`config.mk`:
```
export PLATFORM = sky130hd
export DESIGN_NAME = arbiter_4_req
export DESIGN_NICKNAME = d
export VERILOG_FILES = /design/src/rtl/arbiter_4_req_pkg.sv /design/src/rtl/arbiter_4_req_rot_prio_enc_4.sv /design/src/rtl/arbiter_4_req.sv
export SDC_FILE = /design/constraint.sdc
export NUM_CORES = 1
export LEC_CHECK = 0
export CAP_MARGIN = 20
export CORE_MARGIN = 2
export CORE_UTILIZATION = 35
export CTS_CLUSTER_DIAMETER = 50
export CTS_CLUSTER_SIZE = 28
export DETAILED_ROUTE_END_ITERATION = 10
export DONT_BUFFER_PORTS = 1
export SYNTH_ARGS = -nofsm -noshare
export SYNTH_HDL_FRONTEND = slang
export SYNTH_HIERARCHICAL = 1
export SYNTH_SLANG_ARGS = --single-unit
```
`constraint.sdc`:
```
create_clock -name clk -period 2.45 [get_ports clk]
set_input_delay 0.49 -clock clk [delete_from_list [all_inputs] [get_ports clk]]
set_output_delay 0.49 -clock clk [all_outputs]
set_load 0.005 [all_outputs]
```
`src/rtl/arbiter_4_req_pkg.sv`:
```
// arbiter_4_req_pkg: shared state encoding, sizes and index-to-one-hot helper for the 4-requester arbiter
package arbiter_4_req_pkg;
  typedef enum logic {IDLE = 1'b0, GRANT = 1'b1} state_t;
  localparam int NREQ = 4;
  localparam int ID_W = 2;
  function automatic logic [NREQ-1:0] to_onehot(input logic [ID_W-1:0] id);
    return NREQ'(1) << id;
  endfunction
endpackage

```
`src/rtl/arbiter_4_req_rot_prio_enc_4.sv`:
```
// rot_prio_enc_4: priority encoder whose search starts at start and descends with wrap-around
module rot_prio_enc_4
  import arbiter_4_req_pkg::*;
(
  input  logic [NREQ-1:0] req,
  input  logic [ID_W-1:0] start,
  output logic [ID_W-1:0] id,
  output logic            any
);
  // Walk from the lowest-priority slot up so the highest-priority hit is written last
  always_comb begin
    id = '0;
    for (int i = NREQ - 1; i >= 0; i--)
      if (req[start - ID_W'(i)]) id = start - ID_W'(i);
  end
  assign any = |req;
endmodule

```
`src/rtl/arbiter_4_req.sv`:
```
// arbiter_4_req: 4-requester arbiter with fixed or round-robin priority and a bounded hold time
module arbiter_4_req
  import arbiter_4_req_pkg::*;
#(
  parameter int ROUND_ROBIN = 1,
  parameter int HOLD_MAX    = 16,
  parameter int CNT_W       = 8
) (
  input  logic            clk,
  input  logic            rst,
  input  logic [NREQ-1:0] req,
  input  logic            done,
  output logic [NREQ-1:0] grant,
  output logic [ID_W-1:0] grant_id,
  output logic            grant_valid,
  output logic            timeout
);
  state_t            state, state_n;
  logic [CNT_W-1:0]  cnt, cnt_n;
  logic [ID_W-1:0]   last_id, last_n, id_n, win, start;
  logic [NREQ-1:0]   grant_n;
  logic              timeout_n, any, expired, rel;
  assign start = (ROUND_ROBIN != 0) ? last_id - ID_W'(1) : ID_W'(NREQ - 1);
  rot_prio_enc_4 u_enc (.req(req), .start(start), .id(win), .any(any));
  assign expired = cnt == CNT_W'(HOLD_MAX - 1);
  assign rel     = done || !req[grant_id] || expired;
  always_comb begin
    state_n   = state;
    cnt_n     = cnt;
    last_n    = last_id;
    id_n      = grant_id;
    grant_n   = grant;
    timeout_n = 1'b0;
    if (state == IDLE) begin
      if (any) begin
        state_n = GRANT;
        id_n    = win;
        grant_n = to_onehot(win);
        last_n  = win;
        cnt_n   = '0;
      end
    end else begin
      cnt_n = cnt + CNT_W'(1);
      if (rel) begin
        state_n   = IDLE;
        id_n      = '0;
        grant_n   = '0;
        // A release by the owner wins over an expiry on the same cycle
        timeout_n = expired && !done && req[grant_id];
      end
    end
  end
  always_ff @(posedge clk) begin
    if (rst) begin
      state       <= IDLE;
      cnt         <= '0;
      last_id     <= '0;
      grant_id    <= '0;
      grant       <= '0;
      grant_valid <= 1'b0;
      timeout     <= 1'b0;
    end else begin
      state       <= state_n;
      cnt         <= cnt_n;
      last_id     <= last_n;
      grant_id    <= id_n;
      grant       <= grant_n;
      grant_valid <= |grant_n;
      timeout     <= timeout_n;
    end
  end
endmodule

```
==> implementation parameters <==
Parameter                              Value

Timing
  Setup TNS Final ... 0 ns
  Total of endpoints with negative setup slack in the final report ... 0
  Post-route clock period utilization ... 78.9%
  Unrepaired setup endpoints after global routing ... false
  Fin crit period ... 1.93 ns
  Worst relative slew slack ... 57.5%
  Hold Fails Final Rpt ... 0
  Maximum clock frequency ... 517 MHz
  Number of max-slew violations in the final report ... 0
  Final Skew ... 0.00344 ns
  Worst slew pin tran ... 0.636 ns

Hold path
  Class of the most critical hold timing path ... input port to register

Synthesis
  Netlist area before placement ... 1070 um^2
  Synth top area share ... 35.4%
  Warnings from Yosys ... 6
  Main area contributors after synthesis ... sky130_fd_sc_hd__dfxtp_1, sky130_fd_sc_hd__o21ai_1, sky130_fd_sc_hd__nor2b_1
  Post-synth EDFFs ... 0
  Post-synth top area cell ... sky130_fd_sc_hd__dfxtp_1
  Post-synth cell types ... 46
  Dominant register cell in the synthesized netlist ... sky130_fd_sc_hd__dfxtp_1
  Register bit count reported by yosys ... 19
  Leading cell types by count after synthesis ... sky130_fd_sc_hd__dfxtp_1, sky130_fd_sc_hd__o21ai_1, sky130_fd_sc_hd__a21oi_1, sky130_fd_sc_hd__nand2_1
  Nets in the synthesized netlist ... 129
  Mean post-synth cell area ... 8.87 um^2
  Post-synthesis sequential area ratio ... 35.4%
  Gate Count Post-Synth ... 121
  Share of flip-flops with an asynchronous set or reset after synthesis ... 0%
  Dominant cell by count in the synthesized netlist ... sky130_fd_sc_hd__dfxtp_1

Pwr
  Clock group share of total power ... 23.4%
  Worst voltage drop across the vdd grid ... 305 uV
  Net Switching ... 200 uW
  Internal power ... 466 uW
  Leakage power summed over all cells ... 0.368 nW
  Fraction of power consumed by sequential logic ... 55.2%
  Pwr/cell area ... 598 nW/um^2
  Combinational fraction of design power ... 21.4%
  Fraction of power spent switching nets ... 30.0%

Worst setup path
  Data required time of the critical path ... 2.63 ns
  Worst-path fanout max ... 5
  Longest individual stage delay on the worst path ... 0.34 ns
  Crit-path most repeated cell ... sky130_fd_sc_hd__o21ai_1
  Worst path slowest cell ... sky130_fd_sc_hd__dfxtp_1
  Critical Path Start Type ... register
  Data arrival time of the critical path ... 2.11 ns
  Critical Path End Type ... register
  Cell-by-cell listing of the critical path ... xnor2_1 > mux2_4 > a22oi_2 > o21ai_1 > and4bb_2 > a22oi_1 > o21ai_1
  Worst setup path category ... register to register

Cells and area
  Synthesis-to-layout area growth ... 3.73%
  Fill cell total of the finished layout ... 315
  Number of antenna diodes ... 0
  Post-route insts no fill ... 153
  Area taken by multi-input logic gates ... 638 um^2
  Share of post-route cells with drive strength above 1 ... 16.7%
  Reg area ... 380 um^2
  Number of nets in the final layout ... 129

Die
  Top-Level Pins ... 15
  Starting utilization of the core area ... 36.1%
  Die X ... 59.4 um
  Height of the die ... 59.4 um
  Floorplan row count ... 20
  DIE AREA ... 3530 um^2
  Standard cell core area ... 2980 um^2

Clocking
  Post-cts sizing count ... 0
  CTS tree ... yes
  Number of buffers inserted by post-CTS setup repair ... 0
  Number of buffers created by CTS ... 3
  Cell at the root of the clock tree ... sky130_fd_sc_hd__clkbuf_4
  Hold buffers post-CTS ... 0
  # H-tree levels ... 1
  Clock Sink Count ... 19
  Insertion delay to the later sink of the worst-skew pair ... 0.29 ns
  Clock slew seen by the registers of the worst setup and hold paths ... 0.11 ns
  Clock buffer depth ... 2

Global route
  Maximum number of pins on one net before global-route repair ... 22
  GRT Util Overall ... 14.4%
  Initial antenna violation count ... 0
  First-pass GRT wire length ... 3930 um
  Total grt overflow ... 0
  Via count of the first global-routing pass ... 862

Drt
  Number of vias per cell after detailed routing ... 5.78
  Violation count after the first detailed-route iteration ... 26
  Via count of the routed design ... 884
  Remaining design rule violation count ... 0
  Number of antenna-violating nets in the routed design ... 0
  Post-DR wirelength/cell ... 14.6 um
  Pre-Repair DR Iteration Count ... 4
  Final routed wirelength across all metal layers ... 2240 um

Placement
  IO Port Bufs ... 0
  Placer congestion estimate ... 0.739
  Post-Place Cells ... 149
  Final HPWL DP ... 1630 um

Run
  Max cap viols ... 0

Status
  Result of the run ... finished, final reports clean
==> per-layer routing <==
| metal | vias up | track usage [%] | wire (um) |
|---|---|---|---|
| met1 | 421 | 20.2 | 1150 |
| met3 | 2 | 3.49 | 84 |
| met2 | 14 | 21.8 | 977 |
| met5 | - | 0 | 0 |
| met4 | 0 | 3.90 | 20 |
| li1 | 447 | - | - |
==> final timing paths <==
path                                 start          to  slack [ns]  depth (start not counted)
worst max-delay path            last_id[0]    grant[1]        0.52                          7
worst min-delay path                   rst  last_id[0]        0.26                          1
worst max register to register  last_id[0]    grant[1]        0.52                          7
worst min register to register  last_id[1]  last_id[1]        0.48                          2
==> power groups by stage <==
stage | Combinational [mW] | Sequential [mW] | Clock [mW]
after floorplan | 0.136 | 0.358 | 0
after global placement | 0.138 | 0.375 | 0
after detailed placement | 0.142 | 0.376 | 0
after CTS | 0.142 | 0.368 | 0.162
after global routing | 0.160 | 0.374 | 0.177
final | 0.142 | 0.368 | 0.156
==> cells in the final DEF (no fill, tap or decap), drive strengths merged, types with 3 or more instances in the layout <==
cell,synthesis,layout
a22oi,4,4
inv,7,7
dfxtp,19,19
a21oi,8,8
nand4,3,3
nor2b,7,7
o31ai,3,3
nand2,8,8
a211oi,5,5
clkbuf,2,3
o21ai,14,14
nor2,6,6
==> logic make-up (layout without fill, tap and decap cells) <==
| kind of cell | after synthesis | after routing | synth area share (%) |
|---|---|---|---|
| compound gates | 42 | 42 | 26.0 |
| xor+xnor | 1 | 1 | 0.816 |
| fa+ha+maj | 1 | 1 | 1.17 |
| buf+inv | 12 | 11 | 5.13 |
| flops | 19 | 19 | 35.4 |
| mux | 4 | 4 | 4.31 |
| simple gates | 42 | 42 | 27.2 |
==> flip-flops by register name (all words and copies together) (netlist names) <==
name and flops:
last_id 2, grant 4, grant_valid 1, state 1, timeout 1, cnt 8, grant_id 2
==> worst max-delay path: cells and delay by family (launching register included) <==
family          cells  cell delay [ns]
mux                 1             0.34
simple gates        1             0.28
flops               1             0.34
xor+xnor            1             0.34
compound gates      4             0.52
==> area by class of cell <==
class	count	share of cell area [%]
Clock buffer	3	2.02
Multi-Input combinational cell	90	57.3
Sequential cell	19	34.2
Clock inverter	1	0.449
Tap cell	33	3.71
Inverter	7	2.36
==> stage by stage <==
step	total power [mW]	hold WS, ns	setup slack, ns	area (um^2)	util, %
CTS	0.673	0.243	0.510	1110	37.4
floorplan	0.494	0.444	0.672	1070	-
global placement	0.512	0.455	0.564	1090	36.5
detailed placement	0.517	0.468	0.523	1090	36.5
global route	0.710	0.223	0.343	1110	37.4
finish	0.666	0.256	0.516	1110	37.4
(Power assumes the default switching activity.)
